==> config.mk <==
export PLATFORM = sky130hd
export DESIGN_NAME = hpb_router
export DESIGN_NICKNAME = d
export VERILOG_FILES = /design/src/rtl/tts_pkg.sv /design/src/rtl/hpb_cmd_decode.sv /design/src/rtl/hpb_router.sv
export SDC_FILE = /design/constraint.sdc
export NUM_CORES = 1
export LEC_CHECK = 0
export CAP_MARGIN = 20
export CORE_AREA = 5 5 437 439
export CTS_CLUSTER_DIAMETER = 150
export DETAILED_ROUTE_END_ITERATION = 16
export DIE_AREA = 0 0 442 444
export DONT_BUFFER_PORTS = 1
export PLACE_DENSITY = 0.3
export SLEW_MARGIN = 20
export SYNTH_ARGS = -nofsm -noshare
export SYNTH_HDL_FRONTEND = slang
export SYNTH_HIERARCHICAL = 1
export SYNTH_SLANG_ARGS = --single-unit
==> constraint.sdc <==
create_clock -name clk -period 3.99 [get_ports clk]
set_clock_uncertainty 0.1 [all_clocks]
set_input_delay 0.798 -clock clk [delete_from_list [all_inputs] [get_ports clk]]
set_output_delay 0.798 -clock clk [all_outputs]
set_load 0.02 [all_outputs]
==> src/rtl/tts_pkg.sv <==
// Shared host-message layout and command/status types for the host parameter bus.
// The field offsets describe where each field sits inside in_config_data.
package tts_pkg;

    typedef enum logic [7:0] {
        HPB_WR = 8'h01,
        HPB_RD = 8'h02
    } t_hpb_cmd;

    typedef enum logic [1:0] {
        ST_OK      = 2'd0,
        ST_BAD_TGT = 2'd1,
        ST_BAD_CMD = 2'd2,
        ST_TIMEOUT = 2'd3
    } t_hpb_status;

    localparam int unsigned CMD_B      = 0;
    localparam int unsigned CMD_W      = 8;
    localparam int unsigned RAM_B      = 8;
    localparam int unsigned RAM_W      = 8;
    localparam int unsigned ADDR_B     = 16;
    localparam int unsigned ADDR_MAX_W = 32;
    localparam int unsigned BYTE_EN_B  = 48;
    localparam int unsigned BE_MAX_W   = 16;
    localparam int unsigned DATA_B     = 64;
    localparam int unsigned DATA_MAX_W = 128;

    typedef struct packed {
        logic [DATA_MAX_W-1:0] data;
        logic [BE_MAX_W-1:0]   byte_en;
        logic [ADDR_MAX_W-1:0] addr;
        logic [RAM_W-1:0]      ram;
        logic [CMD_W-1:0]      cmd;
    } t_host_msg_map;

    // Width of a target index; a single target still needs one bit.
    function automatic int unsigned sel_w(input int unsigned n);
        return (n > 1) ? $clog2(n) : 1;
    endfunction

endpackage

==> src/rtl/hpb_cmd_decode.sv <==
// Combinational strip of a host message into its fields, plus classification
// of unknown targets (checked first) and unknown commands.
module hpb_cmd_decode
    import tts_pkg::*;
#(
    parameter int unsigned NUM_TGT = 4,
    parameter int unsigned ADDR_W  = 16,
    parameter int unsigned DATA_W  = 128,
    parameter int unsigned CFG_W   = 256,
    parameter int unsigned SEL_W   = 2
) (
    input  logic [CFG_W-1:0]    msg,
    output logic [SEL_W-1:0]    sel,
    output logic                is_wr,
    output logic [ADDR_W-1:0]   addr,
    output logic [DATA_W-1:0]   data,
    output logic [DATA_W/8-1:0] byte_en,
    output t_hpb_status         status
);
    logic [CMD_W-1:0] cmd;
    logic [RAM_W-1:0] ram;
    logic             unused_msg;

    always_comb begin
        cmd        = msg[CMD_B +: CMD_W];
        ram        = msg[RAM_B +: RAM_W];
        addr       = msg[ADDR_B +: ADDR_W];
        byte_en    = msg[BYTE_EN_B +: DATA_W/8];
        data       = msg[DATA_B +: DATA_W];
        sel        = ram[SEL_W-1:0];
        is_wr      = (cmd == HPB_WR);
        unused_msg = ^msg;
        if (ram >= RAM_W'(NUM_TGT)) begin
            status = ST_BAD_TGT;
        end else if (cmd != HPB_WR && cmd != HPB_RD) begin
            status = ST_BAD_CMD;
        end else begin
            status = ST_OK;
        end
    end

endmodule

==> src/rtl/hpb_router.sv <==
// Host parameter bus router: one command in flight, routed to a single RCB target,
// with per-command status response, done timeout and saturating activity counters.
module hpb_router
    import tts_pkg::*;
#(
    parameter int unsigned NUM_TGT     = 4,
    parameter int unsigned ADDR_W      = 16,
    parameter int unsigned DATA_W      = 128,
    parameter int unsigned CFG_W       = 256,
    parameter int unsigned TIMEOUT_CYC = 1024,
    parameter logic [15:0] CNT_MAX     = 16'hFFFF
) (
    input  logic                      clk,
    input  logic                      reset_n,
    input  logic                      in_config_valid,
    input  logic [CFG_W-1:0]          in_config_data,
    output logic                      in_config_accept,
    output logic [NUM_TGT-1:0]        tgt_wr_req,
    output logic [NUM_TGT-1:0]        tgt_rd_req,
    output logic [ADDR_W-1:0]         tgt_addr,
    output logic [DATA_W-1:0]         tgt_wr_data,
    output logic [DATA_W/8-1:0]       tgt_byte_en,
    input  logic [NUM_TGT-1:0]        tgt_done,
    input  logic [NUM_TGT*DATA_W-1:0] tgt_rd_data,
    output logic                      rsp_valid,
    input  logic                      rsp_ready,
    output logic [1:0]                rsp_status,
    output logic [DATA_W-1:0]         rsp_data,
    output logic [15:0]               cnt_wr,
    output logic [15:0]               cnt_rd,
    output logic [15:0]               cnt_err
);
    localparam int unsigned BE_W  = DATA_W / 8;
    localparam int unsigned SEL_W = sel_w(NUM_TGT);
    localparam int unsigned TMO_W = sel_w(TIMEOUT_CYC);

    typedef enum logic [1:0] {
        S_IDLE,
        S_ISSUE,
        S_RESP
    } t_state;

    t_state             state, state_nxt;
    t_hpb_status        dec_status, status_q;
    logic [SEL_W-1:0]   dec_sel, sel;
    logic               dec_wr, is_wr;
    logic [ADDR_W-1:0]  dec_addr;
    logic [DATA_W-1:0]  dec_data, rd_mux;
    logic [BE_W-1:0]    dec_be;
    logic [TMO_W-1:0]   tmo_cnt;
    logic [NUM_TGT-1:0] sel_onehot;
    logic               capture, handshake, done_sel, tmo_hit;

    hpb_cmd_decode #(
        .NUM_TGT (NUM_TGT),
        .ADDR_W  (ADDR_W),
        .DATA_W  (DATA_W),
        .CFG_W   (CFG_W),
        .SEL_W   (SEL_W)
    ) u_decode (
        .msg     (in_config_data),
        .sel     (dec_sel),
        .is_wr   (dec_wr),
        .addr    (dec_addr),
        .data    (dec_data),
        .byte_en (dec_be),
        .status  (dec_status)
    );

    always_comb begin
        in_config_accept = (state == S_IDLE);
        rsp_valid        = (state == S_RESP);
        rsp_status       = status_q;
        capture          = in_config_valid && (state == S_IDLE);
        handshake        = rsp_ready && (state == S_RESP);
        sel_onehot       = '0;
        rd_mux           = '0;
        for (int unsigned i = 0; i < NUM_TGT; i++) begin
            if (sel == SEL_W'(i)) begin
                sel_onehot[i] = 1'b1;
                rd_mux        = tgt_rd_data[i*DATA_W +: DATA_W];
            end
        end
        // Only the addressed target's done counts; the others are masked off.
        done_sel   = |(tgt_done & sel_onehot);
        tmo_hit    = (tmo_cnt == TMO_W'(TIMEOUT_CYC - 1));
        tgt_wr_req = (state == S_ISSUE && is_wr)  ? sel_onehot : '0;
        tgt_rd_req = (state == S_ISSUE && !is_wr) ? sel_onehot : '0;
    end

    always_comb begin
        state_nxt = state;
        case (state)
            S_IDLE:  if (capture) state_nxt = (dec_status == ST_OK) ? S_ISSUE : S_RESP;
            S_ISSUE: if (done_sel || tmo_hit) state_nxt = S_RESP;
            S_RESP:  if (handshake) state_nxt = S_IDLE;
            default: state_nxt = S_IDLE;
        endcase
    end

    always_ff @(posedge clk or negedge reset_n) begin
        if (!reset_n) begin
            state <= S_IDLE;
        end else begin
            state <= state_nxt;
        end
    end

    always_ff @(posedge clk or negedge reset_n) begin
        if (!reset_n) begin
            sel         <= '0;
            is_wr       <= 1'b0;
            tmo_cnt     <= '0;
            tgt_addr    <= '0;
            tgt_wr_data <= '0;
            tgt_byte_en <= '0;
            status_q    <= ST_OK;
            rsp_data    <= '0;
            cnt_wr      <= '0;
            cnt_rd      <= '0;
            cnt_err     <= '0;
        end else begin
            if (capture) begin
                sel      <= dec_sel;
                is_wr    <= dec_wr;
                tmo_cnt  <= '0;
                status_q <= dec_status;
                rsp_data <= '0;
                if (dec_status == ST_OK) begin
                    tgt_addr    <= dec_addr;
                    tgt_wr_data <= dec_data;
                    tgt_byte_en <= dec_be;
                end
            end
            // done is tested before the timeout so a late-but-present done still wins.
            if (state == S_ISSUE) begin
                if (done_sel) begin
                    status_q <= ST_OK;
                    rsp_data <= is_wr ? '0 : rd_mux;
                end else if (tmo_hit) begin
                    status_q <= ST_TIMEOUT;
                    rsp_data <= '0;
                end else begin
                    tmo_cnt <= tmo_cnt + TMO_W'(1);
                end
            end
            if (handshake) begin
                if (status_q != ST_OK) begin
                    if (cnt_err != CNT_MAX) cnt_err <= cnt_err + 16'd1;
                end else if (is_wr) begin
                    if (cnt_wr != CNT_MAX) cnt_wr <= cnt_wr + 16'd1;
                end else begin
                    if (cnt_rd != CNT_MAX) cnt_rd <= cnt_rd + 16'd1;
                end
            end
        end
    end

endmodule
Word-level counts from Yosys, hierarchy flattened
Index checks and enable logic that the tools add are counted.
{"block": "op_classes", "n_addsub": 4, "n_mux": 30, "n_lt_le_gt_ge": 1, "bitwise": 3, "n_eq_ne": 15, "reduce_logical": 17}
{"operator": "128-bit 2-to-1 mux", "count": 9}
{"operator": "16-bit by 1-bit adder with 16-bit output (second input constant)", "count": 3}
{"operator": "16-bit != test (second input constant)", "count": 3}
{"operator": "10-bit 2-to-1 mux", "count": 4}
{"operator": "2-bit 2-to-1 mux", "count": 10}
{"operator": "10-bit by 1-bit adder with 10-bit output (second input constant)", "count": 1}
{"operator": "10-bit == test (second input constant)", "count": 1}
{"operator": "8-bit by 1-bit == test with 1-bit output (second input constant)", "count": 1}
{"operator": "8-bit by 3-bit >= comparator with 1-bit output (second input constant)", "count": 1}
{"operator": "4-bit 2-to-1 mux", "count": 2}
{"operator": "8-bit by 1-bit != test with 1-bit output (second input constant)", "count": 1}
{"operator": "8-bit by 2-bit != test with 1-bit output (second input constant)", "count": 1}
{"operator": "4-bit AND reduction", "count": 2}
{"operator": "2-bit == test (second input constant)", "count": 3}
{"operator": "2-bit zero test", "count": 3}
{"operator": "2-bit by 1-bit != test with 1-bit output (second input constant)", "count": 3}
{"operator": "2-bit case mux with 3 select lines", "count": 1}
{"operator": "3-bit AND reduction", "count": 2}
{"operator": "1-bit logical AND", "count": 5}
{"operator": "4-bit AND", "count": 1}
{"operator": "2-bit by 1-bit == test with 1-bit output (second input constant)", "count": 2}
{"operator": "1-bit 2-to-1 mux", "count": 4}
{"operator": "4-bit OR reduction", "count": 1}
{"operator": "1-bit inverter", "count": 2}
{"operator": "4 further kinds", "count": 4}
{"block": "totals", "word_cells": 82, "reg_bits": 353, "out_inout_bits": 348}

Depth between registers and ports, before layout
{"block": "logic_depth", "ltp_word": 8, "depth_mapped": 8}

Cells and area by module
Netlist, hierarchy kept.
{"module": "hpb_router", "cells_each": 1125, "area_each_um2": 16836.1, "seq_area_each_um2": 8833.5, "n_inst": 1}
{"module": "hpb_cmd_decode", "cells_each": 171, "area_each_um2": 1278.7, "seq_area_each_um2": 0.0, "n_inst": 1}

Least setup slack after synthesis
No wires, ideal clock.
{"block": "synth_path", "path_kind": "input port to flip-flop", "startpoint": "in in_config_data[5]", "endpoint": "reg tgt_addr[0]", "slack_ns": 1.061, "setup_time_ns": 0.128, "t_arrival_ns": 2.701, "required_time_ns": 3.762, "path_stages": 8, "cell_sequence": "or4_4 nor3_1 a21oi_1 or3_1 clkbuf_1 buf_2 buf_2 mux2_1"}
{"block": "synth_between", "elab_chain_len": 6}
{"element": "from (decl)", "line_no": "hpb_router.sv:16", "rtl": "input logic [CFG_W-1:0] in_config_data,"}
{"element": "8-bit by 1-bit != test with 1-bit output or 8-bit by 2-bit != test with 1-bit output (tied branches)", "line_no": "hpb_cmd_decode.sv:35", "rtl": "end else if (cmd != HPB_WR && cmd != HPB_RD) begin"}
{"element": "1-bit logical AND *", "line_no": "hpb_cmd_decode.sv:35"}
{"element": "2-bit 2-to-1 mux *", "line_no": "hpb_cmd_decode.sv:35"}
{"element": "2-bit 2-to-1 mux *", "line_no": "hpb_cmd_decode.sv:33", "rtl": "if (ram >= RAM_W'(NUM_TGT)) begin"}
{"element": "via dec_status[1]", "line_no": "hpb_router.sv:44", "rtl": "t_hpb_status dec_status, status_q;"}
{"element": "2-bit zero test *", "line_no": "hpb_router.sv:129", "rtl": "if (dec_status == ST_OK) begin"}
{"element": "2-bit AND reduction (no source line) *"}
{"element": "to (signal assigned)", "line_no": "hpb_router.sv:130", "rtl": "tgt_addr <= dec_addr;"}
{"element": "to (decl)", "line_no": "hpb_router.sv:20", "rtl": "output logic [ADDR_W-1:0] tgt_addr,"}
Mark *: on every way through the listed nets, which the timed path passes. The rest lies on a longest branch.
A chain may end at the register's enable or synchronous reset.

Worst setup path in the final report
{"block": "layout_path", "startpoint": "reg state[1]", "endpoint": "out tgt_rd_req[0]"}
{"block": "layout_between", "elab_chain_len": 3}
{"element": "from (decl)", "line_no": "hpb_router.sv:43", "rtl": "t_state state, state_nxt;"}
{"element": "from (signal assigned)", "line_no": "hpb_router.sv:105", "rtl": "state <= state_nxt;"}
{"element": "2-bit by 1-bit == test with 1-bit output", "line_no": "hpb_router.sv:88", "rtl": "tgt_rd_req = (state == S_ISSUE && !is_wr) ? sel_onehot : '0;"}
{"element": "1-bit logical AND", "line_no": "hpb_router.sv:88"}
{"element": "4-bit 2-to-1 mux", "line_no": "hpb_router.sv:88"}
{"element": "to (decl)", "line_no": "hpb_router.sv:19", "rtl": "output logic [NUM_TGT-1:0] tgt_rd_req,"}
Every way passes these cells.

==> summary.txt <==
Yosys
  – EDFF count, synth: 0
  – Asr flop ratio synth: between 90% and 100%
  – Synthesized cell area: between 0.015 and 0.02 mm^2
  – Post-synthesis register bit count: 353
  – Ys Warns: 6
  – Register area share after synthesis: between 40 and 50%
  – Post-synthesis cell count: 1296
  – Top_reg_cell synth: dfrtp_1
  – Cell variety after synth: 50
  – Synthesized Nets: 2076
  – Syn_area_per_cell: 14.0 um^2

Worst setup path
  – Crit path DAT: between 2000 and 2500 ps
  – Cell Chain, Critical Path: nand2b_1, nor4_1
  – Worst-path maximum fanout: 15
  – CP endpoint kind: primary output
  – CP Data Required Time: slightly above 3000 ps
  – Type of origin of the critical path: register
  – Cell depth of the worst flop-to-flop path: 6
  – CP Class: register to primary output
  – Worst path slowest cell: nor4_1
  – Reg-to-Reg End: rsp_data[86]$_DFF_PN0_
  – R2r setup slk: 970 ps
  – RR Startpoint: sel[0]$_DFFE_PN0P_
  – Crit-path max cell delay: 910 ps

Clock network
  – Root Driver: clkbuf_16
  – PostCTS Resize Cnt: 0
  – CTS tree: built
  – Clock Latency Late Sink: 650 ps
  – H-tree depth: 2
  – Post-CTS setup buffers: 0
  – Clock slew at reported path FFs: ~60 ps
  – CTS buffer count: 46
  – CTS Buffer Depth: 3
  – CTS Sinks: 353

Die
  – Die area: roughly 0.2 mm^2
  – DIE WIDTH: 442 um
  – Starting density of the core: under 10%
  – Core area: 0.187 mm^2
  – I/O Pins: ~1.1k
  – Die Y: about 440 um
  – Row Count: ~160

Layout
  – Commonest non-fill, non-tap cell in the layout: dfrtp_1
  – Fin util: a little under an eighth
  – Non-Filler Instances: between 3k and 4k
  – Commonest cells after routing, fill and taps aside: 351 x dfrtp_1, 129 x mux4_2, 128 x a22o_1
  – Final Cell Area: between 0.02 and 0.025 mm^2
  – Fin nets: roughly 1.9k
  – Fraction of layout cells with a size suffix above 1: between 20 and 30%
  – Syn-to-layout area delta: 19.6%

Global routing
  – Top Usage Layer GRT: met2
  – Met3 Usage GRT: ~5%
  – GRT overflow: 0
  – Initial antenna violation count: 120
  – Pin count of the biggest net entering global routing: 354
  – M2 GR Usage: between 10% and 20%
  – Met1 Use GR: a little under a tenth
  – Total track usage: a little under a tenth
  – First-pass GRT wire length: between 100 and 150 mm
  – Number of global-route vias before repair: 12.1k

STA
  – Slew Limit Headroom: 33.1%
  – RSZ-0062 raised after global routing: false
  – Setup ws final: ~600 ps
  – Worst-Margin Slew: between 900 and 1000 ps
  – Hold_ws: -225 ps
  – # setup viols final: 0
  – Fin. Hold Viols: roughly 350
  – Peak Freq: between 200 and 300 MHz
  – Tcrit/Tclk final: between 80% and 90%
  – Max-slew violation count: 0
  – Total Neg Setup Slack: 0 ps
  – Period minus WS final: between 3000 and 4000 ps

Power
  – Peak supply drop: about 0.26 mV
  – Pleak: around 8.7 nW
  – Final Total Pwr: 10.1 mW
  – Total power per unit cell area: roughly 470 mW/mm^2

Placed design
  – Placed Area: around 0.020 mm^2
  – Placed instance count: 3584
  – Post-DP HPWL: between 80 and 90 mm
  – I/O Buffers: 0
  – Worst slack, placed: 448 ps
  – RD Place Congestion: 0.915

Route
  – DRC: 0
  – Mean routed wirelength per cell: 25.8 um
  – DRT antenna net count: 0
  – Total number of vias: ~12k
  – Total Routed Length: roughly 95 mm
  – Vias per cell: approximately 3.2
  – 1st-pass router iterations: 5
  – Initial DRC Count: between 700 and 800

Flow run
  – MaxCap Viol Count: 0

Outcome
  – Outcome: complete, but fails checks
  – Failing checks: hold timing

Min path
  – HP Class: primary input to async pin
## critical path, delay by kind of cell, from the launching register on
kind	cells	cell delay (ps)
and+or+nand+nor	2	1420
DFF	1	440
## state kept, by name, summed over array words and instances, names as in the netlist
register,cells
cnt_err,16
cnt_rd,16
cnt_wr,16
is_wr,1
rsp_data,128
rsp_status,2
sel,2
state,2
tgt_addr,16
tgt_byte_en,16
tgt_wr_data,128
tmo_cnt,10
## layer usage
metal  vias to the layer above  routed length (um)
met3                       263               11900
met1                      5952               30600
met4                        64                4610
met5                         -                 455
met2                       920               47900
li1                       4502                   -
## power breakdown
group	switching, mW	internal [mW]	leakage [nW]	total (mW)
registers	0.627	3.81	4.82	4.44
clock network	1.75	2.38	0.738	4.14
logic	0.674	0.828	3.13	1.50
## worst max path at each step
stage	startpoint	to	slack [ps]	depth (start not counted)
finish	state[1]$_DFFE_PN0P_	tgt_rd_req[0]	600	2
global route	state[1]$_DFFE_PN0P_	tgt_rd_req[0]	430	2
CTS	state[1]$_DFFE_PN0P_	tgt_rd_req[0]	450	2
detailed placement	in_config_data[12]	tgt_byte_en[9]$_DFFE_PN0P_	450	9
global placement	in_config_data[12]	tgt_byte_en[9]$_DFFE_PN0P_	490	9
floorplan	in_config_data[5]	tgt_addr[0]$_DFFE_PN0P_	1060	8
## cells in the mapped netlist, types with 13 or more instances
| cell type | number | area, um^2 |
|---|---|---|
| a22o_1 | 128 | 1120 |
| buf_2 | 13 | 65.1 |
| buf_4 | 163 | 1220 |
| buf_6 | 14 | 158 |
| clkbuf_1 | 56 | 210 |
| dfrtp_1 | 353 | 8830 |
| mux2_1 | 89 | 1000 |
| mux2_2 | 75 | 845 |
| mux4_2 | 129 | 2910 |
| nand2_1 | 35 | 131 |
| nand3_1 | 23 | 115 |
| nand4_1 | 18 | 113 |
| nor2_1 | 15 | 56.3 |
| nor3_1 | 16 | 80.1 |
| xnor2_1 | 21 | 184 |
| xor2_1 | 22 | 193 |
## layout make-up
cell class	instances	area, um^2
Clock buffer	64	1280
Antenna cell	32	80.1
Tap cell	2495	3120
Fill cell	21100	165000
Clock inverter	20	205
Sequential cell	353	8840
Inverter	9	33.8
Multi-Input combinational cell	688	7610
Timing Repair Buffer	39	493
## logic make-up (layout without fill, tap and decap cells)
kind of cell,count (synthesis),after routing,synth area share [%]
flip-flops,353,353,48.8
multiplexers,294,294,26.3
buffers and inverters,255,132,9.33
AO/OA/AOI/OAI,181,181,8.21
AND/OR/NAND/NOR,166,166,5.05
XOR/XNOR,43,43,2.08
adder cells (fa/ha/maj),4,4,0.276
other,0,32,0
(Power assumes the default switching activity.)
